==> src/rtl/rgb_lcd_rx.sv <==
// rgb_lcd_rx: receive side of a parallel RGB565 LCD bus (DE/HSYNC/VSYNC).
// Emits a pixel stream tagged with x/y/sof, measures frame geometry and
// declares lock once geometry repeats for LOCK_FRAMES frames.
// Ports:
//   CLK_SYS, rst (async, active-low)
//   vid_de, vid_hsync, vid_vsync, vid_r/g/b   : LCD bus sampled on CLK_SYS
//   pix_valid, pix_data, pix_x, pix_y, pix_sof : pixel stream, 2 clocks latency
//   h_active, v_active, h_total, v_total       : measured geometry
//   locked, line_mismatch, err_ovf             : status (last two sticky)
module rgb_lcd_rx #(
   parameter int CW            = 12,
   parameter int LOCK_FRAMES   = 2,
   parameter bit HS_ACTIVE_LOW = 1'b1,
   parameter bit VS_ACTIVE_LOW = 1'b1
) (
   input  logic          CLK_SYS,
   input  logic          rst,
   input  logic          vid_de,
   input  logic          vid_hsync,
   input  logic          vid_vsync,
   input  logic [4:0]    vid_r,
   input  logic [5:0]    vid_g,
   input  logic [4:0]    vid_b,
   output logic          pix_valid,
   output logic [15:0]   pix_data,
   output logic [CW-1:0] pix_x,
   output logic [CW-1:0] pix_y,
   output logic          pix_sof,
   output logic [CW-1:0] h_active,
   output logic [CW-1:0] v_active,
   output logic [CW-1:0] h_total,
   output logic [CW-1:0] v_total,
   output logic          locked,
   output logic          line_mismatch,
   output logic          err_ovf
);

   localparam logic [CW-1:0] CMAX   = '1;
   localparam logic [CW-1:0] LOCK_N = CW'(LOCK_FRAMES);

   typedef enum logic [1:0] {SEARCH, TRACK, LOCKED} state_t;
   state_t state, state_d;

   logic          s1_de, s1_hs, s1_vs;
   logic [15:0]   s1_rgb;
   logic          p_de, p_hs, p_vs;
   logic          hs_start, vs_start, de_rise, de_fall;

   logic [CW-1:0] hcnt, lcnt, acnt, run, cur_y;
   logic [CW-1:0] line_total, line_act, match_cnt;
   logic [CW-1:0] prev_ha, prev_ht, prev_va, prev_vt;
   logic          prev_valid, have_line, frame_bad, sof_arm;

   logic [CW-1:0] ltot_eff, lact_eff, lcnt_eff, acnt_base, x_now, mc_inc;
   logic          bad_line, match, timeout, load, track_rst, ovf;

   function automatic logic [CW-1:0] inc(input logic [CW-1:0] v);
      return (v == CMAX) ? v : v + CW'(1);
   endfunction

   // *_eff values fold in an event landing in the same cycle as vs_start,
   // so a line closing together with the frame still counts toward it.
   always_comb begin
      hs_start  = s1_hs & ~p_hs;
      vs_start  = s1_vs & ~p_vs;
      de_rise   = s1_de & ~p_de;
      de_fall   = ~s1_de & p_de;
      x_now     = p_de ? run : '0;
      acnt_base = vs_start ? '0 : acnt;
      ltot_eff  = hs_start ? inc(hcnt) : line_total;
      lcnt_eff  = hs_start ? inc(lcnt) : lcnt;
      lact_eff  = de_fall ? run : line_act;
      bad_line  = de_fall & have_line & (run != line_act);
      match     = prev_valid & ~frame_bad & ~bad_line
                & (ltot_eff == prev_ht) & (lact_eff == prev_ha)
                & (acnt == prev_va) & (lcnt_eff == prev_vt);
      mc_inc    = inc(match_cnt);
      timeout   = ~hs_start & (hcnt == CMAX);
      ovf       = timeout
                | (hs_start & (lcnt == CMAX))
                | (de_rise & (acnt_base == CMAX))
                | (s1_de & p_de & (run == CMAX));
   end

   always_comb begin
      state_d   = state;
      load      = 1'b0;
      track_rst = 1'b0;
      if (timeout) begin
         state_d = SEARCH;
      end else if (vs_start) begin
         unique case (state)
            SEARCH: begin
               state_d   = TRACK;
               track_rst = 1'b1;
            end
            TRACK: begin
               load = 1'b1;
               if (match && (mc_inc >= LOCK_N))
                  state_d = LOCKED;
            end
            LOCKED: begin
               load = 1'b1;
               if (!match)
                  state_d = TRACK;
            end
            default: state_d = SEARCH;
         endcase
      end
   end

   always_ff @(posedge CLK_SYS or negedge rst) begin
      if (!rst) state <= SEARCH;
      else      state <= state_d;
   end

   always_ff @(posedge CLK_SYS or negedge rst) begin
      if (!rst) begin
         s1_de         <= 1'b0;
         s1_hs         <= 1'b0;
         s1_vs         <= 1'b0;
         s1_rgb        <= '0;
         p_de          <= 1'b0;
         p_hs          <= 1'b0;
         p_vs          <= 1'b0;
         pix_valid     <= 1'b0;
         pix_data      <= '0;
         pix_x         <= '0;
         pix_y         <= '0;
         pix_sof       <= 1'b0;
         h_active      <= '0;
         v_active      <= '0;
         h_total       <= '0;
         v_total       <= '0;
         locked        <= 1'b0;
         line_mismatch <= 1'b0;
         err_ovf       <= 1'b0;
         hcnt          <= '0;
         lcnt          <= '0;
         acnt          <= '0;
         run           <= '0;
         cur_y         <= '0;
         line_total    <= '0;
         line_act      <= '0;
         match_cnt     <= '0;
         prev_ha       <= '0;
         prev_ht       <= '0;
         prev_va       <= '0;
         prev_vt       <= '0;
         prev_valid    <= 1'b0;
         have_line     <= 1'b0;
         frame_bad     <= 1'b0;
         sof_arm       <= 1'b0;
      end else begin
         s1_de  <= vid_de;
         s1_hs  <= vid_hsync ^ HS_ACTIVE_LOW;
         s1_vs  <= vid_vsync ^ VS_ACTIVE_LOW;
         s1_rgb <= {vid_r, vid_g, vid_b};
         p_de   <= s1_de;
         p_hs   <= s1_hs;
         p_vs   <= s1_vs;

         pix_valid <= s1_de;
         pix_data  <= s1_rgb;
         pix_x     <= s1_de ? x_now : '0;
         pix_y     <= s1_de ? (de_rise ? acnt_base : cur_y) : '0;
         pix_sof   <= de_rise & (vs_start | sof_arm);

         // run holds DE clocks seen so far in the current run
         if (s1_de)
            run <= p_de ? inc(run) : CW'(1);

         if (de_rise) begin
            cur_y   <= acnt_base;
            acnt    <= inc(acnt_base);
            sof_arm <= 1'b0;
         end else if (vs_start) begin
            acnt    <= '0;
            sof_arm <= 1'b1;
         end

         if (hs_start) begin
            line_total <= inc(hcnt);
            hcnt       <= '0;
         end else begin
            hcnt <= inc(hcnt);
         end
         lcnt <= vs_start ? '0 : lcnt_eff;

         if (de_fall) begin
            line_act  <= run;
            have_line <= 1'b1;
            if (bad_line) begin
               frame_bad     <= 1'b1;
               line_mismatch <= 1'b1;
            end
         end
         if (vs_start) begin
            have_line <= 1'b0;
            frame_bad <= 1'b0;
         end

         if (ovf)
            err_ovf <= 1'b1;

         locked <= (state == LOCKED);

         if (timeout || track_rst) begin
            prev_valid <= 1'b0;
            match_cnt  <= '0;
         end else if (load) begin
            h_active   <= lact_eff;
            h_total    <= ltot_eff;
            v_active   <= acnt;
            v_total    <= lcnt_eff;
            prev_ha    <= lact_eff;
            prev_ht    <= ltot_eff;
            prev_va    <= acnt;
            prev_vt    <= lcnt_eff;
            prev_valid <= 1'b1;
            match_cnt  <= match ? mc_inc : '0;
         end
      end
   end

endmodule

==> config.mk <==
export PLATFORM = sky130hd
export DESIGN_NAME = rgb_lcd_rx
export DESIGN_NICKNAME = d
export VERILOG_FILES = /design/src/rtl/rgb_lcd_rx.sv
export SDC_FILE = /design/constraint.sdc
export NUM_CORES = 1
export LEC_CHECK = 0
export CAP_MARGIN = 20
export CORE_MARGIN = 2
export CORE_UTILIZATION = 49
export DETAILED_ROUTE_END_ITERATION = 8
export MAX_ROUTING_LAYER = met4
export PLACE_DENSITY = 0.74
export SYNTH_ARGS = -nofsm -noshare
export SYNTH_HDL_FRONTEND = slang
export SYNTH_SLANG_ARGS = --single-unit
==> constraint.sdc <==
create_clock -name CLK_SYS -period 3.6 [get_ports CLK_SYS]
set_input_delay 0.72 -clock CLK_SYS [delete_from_list [all_inputs] [get_ports CLK_SYS]]
set_output_delay 0.72 -clock CLK_SYS [all_outputs]
set_load 0.1 [all_outputs]
==> results of run 1 <==
-- cell usage after synthesis, types with 12 or more instances --
cell type,count
sky130_fd_sc_hd__a21oi_1,29
sky130_fd_sc_hd__a22o_1,12
sky130_fd_sc_hd__and2_1,16
sky130_fd_sc_hd__and3_1,30
sky130_fd_sc_hd__clkbuf_1,35
sky130_fd_sc_hd__dfrtp_1,216
sky130_fd_sc_hd__inv_1,37
sky130_fd_sc_hd__mux2_2,32
sky130_fd_sc_hd__mux2i_1,15
sky130_fd_sc_hd__nand2_1,86
sky130_fd_sc_hd__nand3_1,36
sky130_fd_sc_hd__nand4_1,21
sky130_fd_sc_hd__nor2_1,80
sky130_fd_sc_hd__nor3_1,12
sky130_fd_sc_hd__o21ai_0,63
sky130_fd_sc_hd__xnor2_1,31
sky130_fd_sc_hd__xor2_1,44
-- cell usage in the layout, fill, tap and decap left out, types with 21 or more instances in the layout --
cell type / n
sky130_fd_sc_hd__xor2_1: 44
sky130_fd_sc_hd__clkbuf_16: 24
sky130_fd_sc_hd__mux2_2: 32
sky130_fd_sc_hd__and3_1: 30
sky130_fd_sc_hd__dfrtp_1: 215
sky130_fd_sc_hd__buf_4: 53
sky130_fd_sc_hd__nand2_1: 86
sky130_fd_sc_hd__nand4_1: 21
sky130_fd_sc_hd__inv_1: 37
sky130_fd_sc_hd__o21ai_0: 61
sky130_fd_sc_hd__nor2_1: 80
sky130_fd_sc_hd__nand3_1: 36
sky130_fd_sc_hd__clkdlybuf4s50_1: 90
sky130_fd_sc_hd__xnor2_1: 31
sky130_fd_sc_hd__a21oi_1: 29
-- cell type report --
class                      count  area (um^2)
multi-input combinational    634         4120
clock inverter                 8         96.3
sequential                   216         5410
timing repair buffer         149         1420
fill                        1610         7440
clock buffer                  32          639
inverter                      37          139
tap                          265          332
-- timing repair --
| action | in CTS | in global routing |
|---|---|---|
| setup buffers | 0 | 1 |
| resized for setup | 0 | 11 |
| hold buffers | 0 | 0 |
| endpoints found under the setup margin | 0 | 14 |
-- per-stage QoR --
stage          setup WS (ns)  total power, mW
2_1_floorplan          0.126             4.37
3_3_place_gp           0.227             4.96
3_5_place_dp           0.148             4.99
4_1_cts               0.0767             7.31
5_1_grt             -0.00563             7.59
6_report               0.154             7.28
-- where the power goes --
group          total (mW)  switching (mW)  internal (mW)
sequential           2.87           0.231           2.64
clock                2.32           0.942           1.38
combinational        2.09            1.47          0.620
total                7.28            2.64           4.64
-- worst max-delay path: cells and delay by family (launching register included) --
kind / cells / cell delay, ns
flip-flops: 1 / 0.47
AO/OA/AOI/OAI: 4 / 0.70
AND/OR/NAND/NOR: 6 / 1.89
buffers and inverters: 2 / 0.31
-- per-layer routing --
metal	vias to the layer above	share of wire [%]
met5	-	0
met4	0	1.5
met3	29	5.1
met2	199	46
met1	3656	47
li1	3527	-
-- cells by family after synthesis --
kind of cell | Yosys count
multiplexers | 47
XOR/XNOR | 75
adder cells (fa/ha/maj) | 9
flip-flops | 216
AO/OA/AOI/OAI | 165
AND/OR/NAND/NOR | 338
buffers and inverters | 90
-- final timing paths --
| check | startpoint | slack (ns) | endpoint | depth (start not counted) |
|---|---|---|---|---|
| max reg2reg | lcnt[2]$_DFF_PN0_ | 0.15 | match_cnt[1]$_DFFE_PN0P_ | 12 |
| max | lcnt[2]$_DFF_PN0_ | 0.15 | match_cnt[1]$_DFFE_PN0P_ | 12 |
| min | rst | 0.13 | prev_vt[3]$_DFFE_PN0P_ | 1 |
| min reg2reg | s1_rgb[13]$_DFF_PN0_ | 0.35 | pix_data[13]$_DFF_PN0_ | 0 |
| min in group CLK_SYS | s1_rgb[13]$_DFF_PN0_ | 0.35 | pix_data[13]$_DFF_PN0_ | 0 |
| max in group asynchronous | rst | 2.67 | match_cnt[5]$_DFFE_PN0P_ | 2 |
==> impl_metrics.json, run 1 <==
{
  "status": "completed",
  "globalRoute.totalOverflow": 0,
  "setup_violations_final": 0,
  "drt_iter0_markers": 608,
  "initial_core_utilization_pct": 50.3,
  "pin_count_of_the_biggest_net_entering_global_routing": 84,
  "layout.nets": 1091,
  "synth_top_cells_by_area": "sky130_fd_sc_hd__dfrtp_1 (55%), sky130_fd_sc_hd__xor2_1 (3.9%), sky130_fd_sc_hd__mux2_2 (3.7%)",
  "worstSetupPathType": "reg2reg",
  "critical_path_arrival_ns": 3.87,
  "synth_compound_gate_area_share_pct": 11.0,
  "busiest_layer": "met2",
  "layout_top_registers": "pix_data x16, s1_rgb x16",
  "synth.cell_area_um2": 9860,
  "cts_made_buffers": 23,
  "asyncSetResetFlopFracSynth_pct": 100,
  "route.detailed.vias_per_inst": 5.53,
  "chipWidth_um": 146,
  "synth-edff-count": 0,
  "h_tree_levels": 1,
  "synth.net_count": 970,
  "synth.lib_cells_used.distinct": 67,
  "worstMarginPinSlew_ns": 1.04,
  "layout_worst_path_cycle_share_pct": 95.7,
  "num_vias": 7411,
  "totalWireLength_um": 23300,
  "timing.clock.skew_ns": 0.0120,
  "portBuffers": 113,
  "antenna_violations_before_repair": 0,
  "fin_util_pct": 62.0,
  "grt.met1_usage_pct": 32.5,
  "critical_path.max_fanout": 11,
  "floorplan.die_area_um2": 21300,
  "synth_sequential_area_ratio_pct": 54.8,
  "post-route-min-period_ns": 3.45,
  "static-leakage-power_nw": 5.63,
  "slew_violations": 0,
  "number_of_max_capacitance_violations_reported": 0,
  "netlist.area_leader.share_pct": 54.8,
  "ir_worst_vdd_v": 0.000401,
  "slew_headroom_pct": 30.5,
  "globalRouteMet2Util_pct": 34.6,
  "layout-area-overhead-vs-synth_pct": 23.2,
  "max_clock_freq_mhz": 290,
  "tritoncts_num_sinks": 216,
  "cell_with_the_largest_stage_delay_on_the_worst_path": "sky130_fd_sc_hd__or4_1",
  "hold_ws_ns": 0.131,
  "ys.flop_type": "sky130_fd_sc_hd__dfrtp_1",
  "ys.warnings.count": 0,
  "cts_tree": "built",
  "clk_root_buffer_cell": "sky130_fd_sc_hd__clkbuf_16",
  "antenna-diode-count": 0,
  "final_hold_viol_count": 0,
  "clock_tree.buffer_depth": 3,
  "groute.layer.met3.usage_pct": 3.51,
  "dp.cells": 1299,
  "synth_simple_gate_area_share_pct": 17.4,
  "startpoint_type": "flip-flop",
  "drt-wirelength-per-cell_um": 17.4,
  "cell_area_after_layout_um2": 12100,
  "syn_avg_cell_area_um2": 10.5,
  "drive_gt1_share_pct": 13.4,
  "placed_area_um2": 11300,
  "synthDominantAreaCellType": "sky130_fd_sc_hd__dfrtp_1",
  "chipHeight_um": 146,
  "p_per_area_nw_per_um2": 600,
  "clkSlewWorstSetupHoldPaths_ns": 0.06,
  "setup-tns-final_ns": 0,
  "cp_data_required_time_ns": 4.02,
  "clock_latency_ns": 0.51,
  "muxShareOfSynthArea_pct": 5.18,
  "final_wtd_congestion": 0.889,
  "grt_first_pass_wirelength_um": 38500,
  "crit_path_max_incr_delay_ns": 0.63,
  "grtUsageTotal_pct": 22.8,
  "std_cell_rows": 51,
  "combinational_family_with_the_most_area_after_synthesis": "simple AND/OR/NAND/NOR gates",
  "synth_seq_cells": 216,
  "drt_pass1_iterations": 5,
  "adder_cell_share_of_the_synthesized_area_pct": 1.14,
  "drt_drc_violations_left": 0,
  "number_of_global_route_vias_before_repair": 7281,
  "floorplan.io_pins": 114,
  "floorplan.core_area_um2": 19600,
  "postRouteAntennaNets": 0,
  "critPathCaptureType": "flip-flop",
  "finalNonFillerCells": 1341,
  "path_cells": "nand3_1, nor2_1, nand4_1, nand3b_1, o211ai_1, a221o_1, or4_1, nor4_4, buf_4, buf_12, a21oi_1, o21ai_0",
  "dp_hpwl_um": 16500,
  "worst_hold_path_type": "in2async",
  "synth_cells": 940,
  "synth_xor_xnor_area_share_pct": 6.66
}
Power figures use the tool's default switching activity.
==> run 2, diff against run 1 <==
- GPL_ROUTABILITY_DRIVEN: unset -> 0
==> run 2 against run 1 <==
  * Sequential share of layout area about the same
  * Critical path depth fell by 1
  * Via count up 0.19%
  * Hold slack improved by 0.010 ns
  * Sequential power is essentially flat
  * Maximum frequency increased by 1.7%
  * Critical path type unchanged
  * Largest power group unchanged
==> impl_metrics.json, run 2 (same netlist as run 1, synthesis figures left out) <==
{
  "layout-area-overhead-vs-synth_pct": 23.3,
  "antenna-diode-count": 0,
  "cts_hold_repair.buffers": 0,
  "postRouteAntennaNets": 0,
  "clock_latency_ns": 0.52,
  "metal3_wl_um": 1320,
  "layout_worst_path_cycle_share_pct": 94.1,
  "drt_drc_violations_left": 0,
  "static-leakage-power_nw": 5.65,
  "dp.cells": 1301,
  "globalRoute.totalOverflow": 0,
  "drt_iter0_markers": 535,
  "chipWidth_um": 146,
  "route.detailed.vias_per_inst": 5.53,
  "chipHeight_um": 146,
  "drt_pass1_iterations": 7,
  "p_per_area_nw_per_um2": 605,
  "setup_violations_final": 0,
  "h_tree_levels": 1,
  "critical_path_arrival_ns": 3.80,
  "critPathCaptureType": "flip-flop",
  "floorplan.io_pins": 114,
  "worst_hold_path_type": "in2async",
  "tritoncts_num_sinks": 216,
  "max_clock_freq_mhz": 295,
  "status": "completed",
  "setup-tns-final_ns": 0,
  "num_vias": 7425,
  "std_cell_rows": 51,
  "cell_area_after_layout_um2": 12100,
  "drive_gt1_share_pct": 13.4,
  "cp_data_required_time_ns": 4.02,
  "ir_worst_vdd_v": 0.000415,
  "clkSlewWorstSetupHoldPaths_ns": 0.06,
  "critical_path.max_fanout": 5,
  "pin_count_of_the_biggest_net_entering_global_routing": 70,
  "highest_layer": "met4",
  "layout.nets": 1092,
  "cts_tree": "built",
  "clock_tree.buffer_depth": 3,
  "grtUsageTotal_pct": 22.3,
  "slew_headroom_pct": 31.0,
  "startpoint_type": "flip-flop",
  "timing.clock.skew_ns": 0.0176,
  "finalNonFillerCells": 1343,
  "grt_first_pass_wirelength_um": 37900,
  "post-route-min-period_ns": 3.39,
  "slew_violations": 0,
  "initial_core_utilization_pct": 50.3,
  "rsz_0062_raised_after_global_routing": "no",
  "final_common_cell": "sky130_fd_sc_hd__dfrtp_1",
  "totalWireLength_um": 22900,
  "layout_top_registers": "pix_data x16, s1_rgb x16",
  "placed_area_um2": 11400,
  "worstMarginPinSlew_ns": 1.03,
  "floorplan.core_area_um2": 19600,
  "mostFrequentLayoutCells": "sky130_fd_sc_hd__dfrtp_1 (216), sky130_fd_sc_hd__clkdlybuf4s50_1 (90), sky130_fd_sc_hd__nand2_1 (86)",
  "number_of_global_route_vias_before_repair": 7338,
  "antenna_violations_before_repair": 0,
  "floorplan.die_area_um2": 21300,
  "cts_made_buffers": 24,
  "dp_hpwl_um": 16000,
  "wl_met1_um": 10300,
  "drt-wirelength-per-cell_um": 17.0,
  "clk_root_buffer_cell": "sky130_fd_sc_hd__clkbuf_16",
  "number_of_max_capacitance_violations_reported": 0,
  "worstSetupPathType": "reg2reg",
  "portBuffers": 113,
  "final_hold_viol_count": 0,
  "detailroute.wirelength.met2_um": 10800
}
[run 2: cell types whose count changed in the layout (fill, tap and decap cells not counted), moves of 2 or more]
cell,previous run,this run
sky130_fd_sc_hd__o21ai_1,2,0
sky130_fd_sc_hd__o21ai_0,61,63
sky130_fd_sc_hd__nor4_1,8,10
sky130_fd_sc_hd__clkbuf_8,3,6
sky130_fd_sc_hd__clkbuf_1,6,3
sky130_fd_sc_hd__nor4_2,2,0
[run 2: repair_timing]
action | 4_1_cts | 5_1_grt
setup endpoints to repair | 0 | 3
endpoints found under the hold margin | 0 | 0
buffers inserted | 0 | 0
resized for setup | 0 | 2
[run 2: layout make-up]
type,count,area [um^2]
clock buffers,33,694
clock inverters,9,93.8
fillers,1625,7440
inverters,37,139
multi-input cells,634,4080
flip-flops and latches,216,5410
well taps,265,332
repair buffers,149,1400
[run 2: through the flow]
step                      hold slack, ns  total power [mW]  worst slack [ns]  utilization, %
after floorplan                    0.331              4.37             0.126               -
after global placement             0.332              4.96             0.374            58.0
after detailed placement           0.335              4.99             0.268            58.0
after CTS                          0.166              7.40             0.251            62.0
after global routing               0.177              7.67            0.0170            62.0
final                              0.141              7.34             0.211            62.0
[run 2: power by group]
| part | leakage [nW] | switching [mW] | total (mW) | internal, mW |
|---|---|---|---|---|
| sequential | 2.85 | 0.211 | 2.85 | 2.64 |
| combinational | 2.40 | 1.48 | 2.10 | 0.622 |
| clock | 0.389 | 0.963 | 2.39 | 1.42 |
| total | 5.65 | 2.66 | 7.34 | 4.69 |
[run 2: metal layers]
layer  global-route usage (%)  vias to the layer above
met5                        -                        -
met4                     5.69                        0
met3                     3.39                       38
met2                     35.3                      227
met1                     30.5                     3626
li1                         -                     3534
[run 2: worst paths after layout]
check                                     startpoint                endpoint  slack (ns)  depth (start not counted)
worst max-delay path               lcnt[0]$_DFF_PN0_    state[1]$_DFFE_PN0P_        0.21                         11
worst min-delay path                             rst  prev_vt[3]$_DFFE_PN0P_        0.14                          1
worst max register to register     lcnt[0]$_DFF_PN0_    state[1]$_DFFE_PN0P_        0.21                         11
worst min register to register  s1_rgb[13]$_DFF_PN0_  pix_data[13]$_DFF_PN0_        0.35                          0
max in group asynchronous                        rst  prev_valid$_DFFE_PN0P_        2.56                          2
min in group CLK_SYS            s1_rgb[13]$_DFF_PN0_  pix_data[13]$_DFF_PN0_        0.35                          0
[run 2: worst max-delay path: stages (launching register included)]
cell and delay (ns):
sky130_fd_sc_hd__dfrtp_1 0.45, sky130_fd_sc_hd__ha_2 0.29, sky130_fd_sc_hd__and3b_1 0.25, sky130_fd_sc_hd__nand2_1 0.13, sky130_fd_sc_hd__o31ai_1 0.33, sky130_fd_sc_hd__o211ai_1 0.15, sky130_fd_sc_hd__a221o_1 0.29, sky130_fd_sc_hd__or4_1 0.62
sky130_fd_sc_hd__o41ai_1 0.34, sky130_fd_sc_hd__buf_4 0.19, sky130_fd_sc_hd__nand3_1 0.07, sky130_fd_sc_hd__a21oi_1 0.17
==> run 3, diff against run 2 <==
- GPL_ROUTABILITY_DRIVEN: 0 -> unset
==> results of run 3 <==
Final layout, timing and power as in run 1 (identical DEF).
